## src/rtl/lockstep_align_delay.sv

```systemverilog
// Fixed-length delay line that aligns the golden stream with the netlist.
// Advances every cycle; cleared to zero by reset. DEPTH must be >= 1
// (the zero-delay case is a plain wire in the parent).
//   clk, rst : clock, synchronous active-high reset
//   d        : W-bit input sample
//   q        : d delayed by DEPTH cycles
module lockstep_align_delay #(
  parameter int unsigned W     = 128,
  parameter int unsigned DEPTH = 1
) (
  input  logic         clk,
  input  logic         rst,
  input  logic [W-1:0] d,
  output logic [W-1:0] q
);

  logic [W-1:0] stage [DEPTH];

  always_ff @(posedge clk) begin
    if (rst) begin
      for (int unsigned i = 0; i < DEPTH; i++) stage[i] <= '0;
    end else begin
      stage[0] <= d;
      for (int unsigned i = 1; i < DEPTH; i++) stage[i] <= stage[i-1];
    end
  end

  assign q = stage[DEPTH-1];

endmodule

```

## config.mk

```make
export PLATFORM = sky130hd
export DESIGN_NAME = lockstep_align_delay
export DESIGN_NICKNAME = d
export VERILOG_FILES = /design/src/rtl/lockstep_align_delay.sv
export SDC_FILE = /design/constraint.sdc
export NUM_CORES = 1
export LEC_CHECK = 0
export CORE_MARGIN = 3
export CORE_UTILIZATION = 33
export CTS_CLUSTER_SIZE = 8
export DETAILED_ROUTE_END_ITERATION = 8
export GPL_TIMING_DRIVEN = 0
export PLACE_DENSITY = 0.89
export RECOVER_POWER = 25
export SLEW_MARGIN = 25
export SYNTH_ARGS = -nofsm -noshare
export SYNTH_HDL_FRONTEND = slang
export SYNTH_SLANG_ARGS = --single-unit
```

## constraint.sdc

```tcl
create_clock -name clk -period 0.85 [get_ports clk]
set_clock_uncertainty 0.1 [all_clocks]
set_input_delay 0.17 -clock clk [delete_from_list [all_inputs] [get_ports clk]]
set_output_delay 0.17 -clock clk [all_outputs]
set_load 0.03 [all_outputs]
```

# Word-level counts from Yosys, hierarchy flattened
# Memory sizes are Yosys's and may differ from the RTL's.
# Cells that the tools add are included.
op_classes:
  n_bitwise: 0
  n_mul: 0
  muxes: 5
  reduce_logical: 1
  addsub: 0
  n_lt_le_gt_ge: 0
  shift: 0
  eq_ne: 0
  n_div: 0
ops:
  columns: ["cell", "n"]
  rows:
  - ["128-bit 2-to-1 mux", 1]
  - ["128-bit OR reduction", 1]
  - ["1-bit 2-to-1 mux", 4]
word_totals:
  mem_bits_ro: 0
  in_bits: 130
  latch_bits: 0
  ff_bits: 0
  output_inout_bits: 128
  ram_bits: 128
  memories: 1
mem_list:
  columns: ["memory", "depth", "word_bits", "read_ports", "rd_ports_with_merged_regs", "wr", "line_no", "rtl"]
  rows:
  - ["stage", 1, 128, 1, 0, 1, "17", "logic [W-1:0] stage [DEPTH];"]

# Longest topological paths before layout
# Gate-level depths: netlist of run 1.
depth:
  depth_word: 3
  ltp_mapped: 3
  depth_no_buf: 1

# Least setup slack after synthesis of run 1
# OpenSTA, ideal clock, no wires.
synth_timing:
  path_type: "input-to-reg"
  from: "in rst"
  to: "mem stage[0][106]"
  setup_ns: 0.114
  cell_stages: 3
  n_path_buf: 2
  arrival_ns: 0.532
  setup_slack_ns: 0.104
  path_cell_list: "buf_2 -> buf_4 -> nor2b_1"
synth_via:
  elab_chain_len: 3
  elab_cells_between_ends: 6
  cone_classes: "mux: 5; reduce/logical: 1"
synth_lines:
  columns: ["element", "line_no", "rtl"]
  rows:
  - ["from (decl)", "12", "input logic rst,"]
  - ["1-bit 2-to-1 mux (on tied branches)", "23, 20", null]
  - ["128-bit OR reduction (no source line) / 1-bit 2-to-1 mux (equally long branches)", null, null]
  - ["128-bit 2-to-1 mux (no source line) / 1-bit 2-to-1 mux (equally long branches)", null, null]
  - ["to (decl)", "17", null]
# Parallel ways exist; a longest one is shown, timed or not.

# Worst setup path after layout of run 1
layout_timing:
  from: "mem stage[0][20]"
  to: "out q[20]"
layout_via:
  elab_chain_len: 1
layout_lines:
  columns: ["element", "line_no", "rtl"]
  rows:
  - ["memory 1 x 128 bit", null, null]
  - ["to (decl)", "14", "output logic [W-1:0] q"]
# Every way passes these cells.

==> results of run 1 <==
[worst paths after layout]
kind                         start      endpoint  slack [ns]
worst max-delay path  stage[0][20]         q[20]       -0.38
worst min-delay path           rst  stage[0][60]       -0.02
[logic make-up (layout without fill, tap and decap cells)]
logic type / Yosys count / after routing
flip-flops: 128 / 128
buffers and inverters: 14 / 305
AND/OR/NAND/NOR: 128 / 128
[layout make-up]
cell class / count / area share (%)
clock buffer: 23 / 6.770
tap: 133 / 2.315
timing repair buffer: 259 / 38.29
clock inverter: 9 / 2.123
sequential: 128 / 37.87
buffer: 14 / 1.462
multi-input combinational: 128 / 11.17
[worst min-delay path, delay by kind of cell]
kind,cells,cell delay (ns)
buffers and inverters,2,0.31
AND/OR/NAND/NOR,1,0.05
[report_power, final]
group	switching (mW)	internal [mW]
clock	2.48	5.15
combinational	1.05	1.27
sequential	0.151	6.39
[layer usage]
layer,wire length (um),vias up
li1,-,1368
met1,3312,1304
met2,6095,159
met3,1162,25
met4,286,0
met5,0,-
[per-stage QoR]
stage               utilization [%]  TNS (ns)  instance area (um^2)  std cells
finish                        71.90    -45.77                  7189        694
detailed placement            61.94    -57.32                  6193        659
global route                  71.90    -51.41                  7189        694
CTS                           71.73    -49.91                  7173        693
global placement              61.94    -54.62                  6193        659
floorplan                         -         0                  3465        270
[layout by cell type (no fill, tap or decap)]
master / netlist / layout
dfxtp_2: 0 / 128
clkbuf_1: 0 / 1
clkinv_2: 0 / 2
clkbuf_8: 0 / 6
buf_2: 3 / 3
clkinvlp_4: 0 / 3
clkdlybuf4s50_1: 0 / 99
buf_6: 1 / 130
clkbuf_16: 0 / 16
clkdlybuf4s25_1: 0 / 1
nor2b_1: 128 / 127
dlygate4sd3_1: 0 / 31
buf_4: 10 / 9
bufinv_16: 0 / 4
nor2b_2: 0 / 1
[cells in the mapped netlist, drive strengths merged]
master  number
nor2b      128
dfxtp      128
buf         14
[repair_timing]
item | CTS | global route
pin swaps | 0 | 0
setup endpoints to repair | 128 | 135
hold buffers | 2 | 2
endpoints found under the hold margin | 84 | 78
resized for setup | 1024 | 3
==> summary.txt, run 1 <==
Setup CP Type -> register to output port
Starting Density -> 34.65%
M2 GR Usage -> 34.55%
Worst EP arrival -> 0.96 ns
std cell rows -> 36
Biggest register -> stage
ranking of synthesized cells by area -> dfxtp_1, nor2b_1, buf_4
LEAKAGE -> 3.056 nW
Die Ht -> 108.5 um
nature of the critical path endpoint -> output port
io pins -> 258
pre-CTS WS -> -0.4222 ns
HP Class -> input port to register
failing checks -> hold timing, setup timing
Remaining DRCs -> 0
CTS Buffer Depth -> 2
mapped cell area -> 0.003465 mm^2
vias in the first global route -> 3092
Fmax -> 810.0 MHz
worst hold slack -> -0.02197 ns
die area -> 0.01176 mm^2
worst path cell trace -> buf_6
fin crit share -> 145.2%
Synth Net Count -> 400
largest family of logic cells by synthesized area -> simple AND/OR/NAND/NOR gates
Final Hold Vio Count -> 64
routed wire length per instance -> 15.64 um
clock root buffer -> clkbuf_8
Slew Viols, Final -> 0
RSZ-0062 raised after global routing -> yes
Adder-Cell Fraction of Synth Area -> 0%
H-tree levels -> 4
Post-Syn Instances -> 270
outcome -> complete, but fails checks
hpwl dp -> 8109 um
layout cells sized above 1 -> 53.83%
largest registers -> stage x128
Final Total Pwr -> 16.48 mW
Area growth syn-to-layout -> 107.5%
I/O Buffers -> 256
Post-DRT Antenna Nets -> 0
drt pass-1 iters -> 4
gpl congestion -> 0.7725
Reg area -> 0.002723 mm^2
core area -> 0.01000 mm^2
CP Data Required Time -> 0.58 ns
CTS tree -> done
sequential fraction of the synthesis area -> 73.96%
final wirelength -> 10860 um
Critical Path Source Type -> register
number of flip-flops in the largest register -> 128
Synth Area in Compound Gates -> 0%
Hold Path Cell Cnt -> 3
Post-CTS Setup Bufs -> 0
first-pass GRT wire length -> 15640 um
clock edge transition at the registers on the reported setup and hold paths -> 0.06 ns
vias per cell -> 4.115
Worst slew margin -> 81.73%
Multi-input gate area -> 803.3 um^2
FILL cells -> 642
top-area cell type share of the netlist area -> 73.96%
pin count of the biggest net entering global routing -> 17
initial antenna violation count -> 0
CP Max Fanout -> 1
crit-path max cell delay -> 0.34 ns
Syn Area/Cell -> 12.83 um^2
busiest grt layer -> met2
Yosys warnings -> 0
total CTS buffers -> 17
Max VDD drop -> 1.145 mV
xor and xnor fraction of the mapped netlist area -> 0%
power per cell area -> 2292 mW/mm^2
mux cell area share after synthesis -> 0%
Slowest-stage cell, CP -> dfxtp_2
total of max-cap violations -> 0
Yosys cell types -> 5
instance count on the critical path -> 1
Worst Max-Slew Pin Slew -> 0.2740 ns
clock sinks -> 128
# diodes -> 0
die width -> 108.5 um
Synth Register Bits -> 128
cell class contributing the biggest share of worst-path delay -> flip-flops
vias post-DR -> 2856
min Tclk post-route -> 1.235 ns
setup ws final -> -0.3846 ns
met1 Use GR -> 15.55%
WP buf/inv -> 1
Synth Area in Simple Gates -> 23.11%
fin nets -> 678
Yosys top cell by area -> dfxtp_1
Setup Viol. Count Final -> 129
Iteration-0 DRC Markers -> 45
GR met3 Demand/Resource -> 7.940%
Total GRT Usage -> 17.91%
gr ovfl total -> 0
No activity file was read; power rests on OpenSTA's default activity.
==> run 2: changes to the inputs <==
Settings changed: CAP_MARGIN set to 25.
==> results of run 2 <==
Same layout as run 1: the final DEF is identical, and so are final timing and power.
==> run 3: changes to the inputs <==
Settings changed: HOLD_SLACK_MARGIN set to 0.05, SLEW_MARGIN 25 to 20, TNS_END_PERCENT set to 30.
==> run 3 against run 2 <==
Against the previous run: the run still ends with hold timing, setup timing left; critical path depth unchanged; global-route usage decreased by 0.073 points; hold slack got worse by 0.037 ns; critical path type unchanged; highest routed layer unchanged.
==> summary.txt, run 3 (synthesis gave the netlist of run 1 again) <==
CTS Buffer Depth -> 2 (unchanged)
Final Hold Vio Count -> 68 (was 64)
met1 Use GR -> 15.51% (was 15.55%)
# diodes -> 0 (unchanged)
Worst slew margin -> 81.74% (was 81.73%)
Worst Hold End -> stage[0][125] (was stage[0][60])
routed wire length per instance -> 15.58 um (was 15.64 um)
first-pass GRT wire length -> 15570 um (was 15640 um)
pre-CTS WS -> -0.4222 ns (unchanged)
die area -> 0.01176 mm^2 (unchanged)
LEAKAGE -> 3.046 nW (was 3.056 nW)
Reg area -> 0.002723 mm^2 (unchanged)
worst hold slack -> -0.05935 ns (was -0.02197 ns)
Post-CTS Setup Bufs -> 0 (unchanged)
WP buf/inv -> 1 (unchanged)
Comb power frac -> 14.0% (about the same)
clock sinks -> 128 (unchanged)
Critical Path Source Type -> register (unchanged)
RSZ-0062 raised after global routing -> yes (unchanged)
Reg power frac -> 39.7% (about the same)
core area -> 0.01000 mm^2 (unchanged)
Multi-input gate area -> 800.8 um^2 (was 803.3 um^2)
Worst EP arrival -> 0.96 ns (about the same)
busiest grt layer -> met2 (unchanged)
Setup Viol. Count Final -> 128 (was 129)
Die Ht -> 108.5 um (unchanged)
Final Total Pwr -> 16.47 mW (was 16.48 mW)
Max VDD drop -> 1.145 mV (about the same)
Starting Density -> 34.65% (unchanged)
min-delay src -> rst (unchanged)
Hold Path Cell Cnt -> 3 (unchanged)
fin nets -> 676 (was 678)
CTS tree -> done (unchanged)
Biggest register -> stage (unchanged)
largest registers -> stage x128 (unchanged)
most frequent cells in the layout -> buf_6, nor2b_1, dfxtp_2 (was buf_6, dfxtp_2, nor2b_1)
H-tree levels -> 4 (unchanged)
clock root buffer -> clkbuf_8 (unchanged)
layout cells sized above 1 -> 54.03% (was 53.83%)
clock edge transition at the registers on the reported setup and hold paths -> 0.06 ns (about the same)
Slowest-stage cell, CP -> dfxtp_2 (unchanged)
Iteration-0 DRC Markers -> 48 (was 45)
vias in the first global route -> 3085 (was 3092)
total of max-cap violations -> 0 (unchanged)
HP Class -> input port to register (unchanged)
M2 GR Usage -> 34.33% (was 34.55%)
I/O Buffers -> 256 (unchanged)
final wirelength -> 10780 um (was 10860 um)
std cell rows -> 36 (unchanged)
Remaining DRCs -> 0 (unchanged)
Fmax -> 810.0 MHz (about the same)
io pins -> 258 (unchanged)
Area growth syn-to-layout -> 106.6% (was 107.5%)
worst path cell trace -> buf_6 (unchanged)
power per cell area -> 2301 mW/mm^2 (was 2292 mW/mm^2)
failing checks -> hold timing, setup timing (unchanged)
FILL cells -> 644 (was 642)
hpwl dp -> 8109 um (unchanged)
most common cell after layout, fill and taps aside -> buf_6 (unchanged)
pin count of the biggest net entering global routing -> 17 (unchanged)
outcome -> complete, but fails checks (unchanged)
initial antenna violation count -> 0 (unchanged)
cell class contributing the biggest share of worst-path delay -> flip-flops (unchanged)
CP startpoint -> stage[0][20] (unchanged)
switch share -> 22.30% (was 22.28%)
setup ws final -> -0.3846 ns (about the same)
gpl congestion -> 0.7725 (unchanged)
part of the power in the clock network -> 46.3% (was 46.2%)
nature of the critical path endpoint -> output port (unchanged)
switching power -> 3.672 mW (about the same)
min Tclk post-route -> 1.235 ns (about the same)
Slew Viols, Final -> 0 (unchanged)
die width -> 108.5 um (unchanged)
crit-path max cell delay -> 0.34 ns (about the same)
GR met3 Demand/Resource -> 7.940% (unchanged)
vias per cell -> 4.100 (was 4.115)
Post-CTS Hold Fix Bufs -> 1 (was 2)
Post-DRT Antenna Nets -> 0 (unchanged)
vias post-DR -> 2837 (was 2856)
Worst Max-Slew Pin Slew -> 0.2739 ns (was 0.2740 ns)
Total GRT Usage -> 17.84% (was 17.91%)
total CTS buffers -> 17 (unchanged)
Setup CP Type -> register to output port (unchanged)
number of flip-flops in the largest register -> 128 (unchanged)
drt pass-1 iters -> 4 (unchanged)
CP Data Required Time -> 0.58 ns (about the same)
CP Max Fanout -> 1 (unchanged)
gr ovfl total -> 0 (unchanged)
fin crit share -> 145.2% (about the same)
Int Pwr -> 12.80 mW (was 12.81 mW)
## run 3: power by group through the flow
stage	registers (mW)	clock network (mW)	logic (mW)
2_1_floorplan	7.20	0	0.300
3_3_place_gp	6.53	0	2.21
3_5_place_dp	6.54	0	2.25
4_1_cts	6.54	7.77	2.35
5_1_grt	6.57	8.04	2.41
6_report	6.54	7.63	2.30
## run 3: how the worst max path moves through the flow
| stage | endpoint | slack (ns) | depth (start not counted) |
|---|---|---|---|
| 2_1_floorplan | stage[0][106] | 0.10 | 3 |
| 3_3_place_gp | q[53] | -0.42 | 1 |
| 3_5_place_dp | q[15] | -0.42 | 1 |
| 4_1_cts | q[51] | -0.41 | 1 |
| 5_1_grt | q[62] | -0.42 | 1 |
| 6_report | q[20] | -0.38 | 1 |
## run 3: cell type report
class / instances / share of cell area (%)
Buffer: 14 / 1.416
Clock buffer: 23 / 6.800
Clock inverter: 9 / 2.132
Multi-Input combinational cell: 128 / 11.19
Sequential cell: 128 / 38.04
Tap cell: 133 / 2.325
Timing Repair Buffer: 257 / 38.11
## run 3: timing repair
item	CTS	global route
endpoints found under the hold margin	125	89
gates resized for setup	1023	2
setup endpoints to repair	128	148
pin swaps	0	0
## run 3: layer usage
| metal | share of wire, % | wire, um |
|---|---|---|
| met1 | 31 | 3295 |
| met5 | 0 | 0 |
| met2 | 56 | 6038 |
| met4 | 2.7 | 286 |
| met3 | 11 | 1160 |
## run 3: metrics by stage
stage | setup TNS (ns) | cell area (um^2) | util (%) | std cells
2_1_floorplan | 0 | 3465 | - | 270
3_3_place_gp | -54.62 | 6193 | 61.94 | 659
3_5_place_dp | -57.32 | 6193 | 61.94 | 659
4_1_cts | -52.48 | 7162 | 71.62 | 692
5_1_grt | -51.35 | 7158 | 71.58 | 692
6_report | -45.77 | 7158 | 71.58 | 692
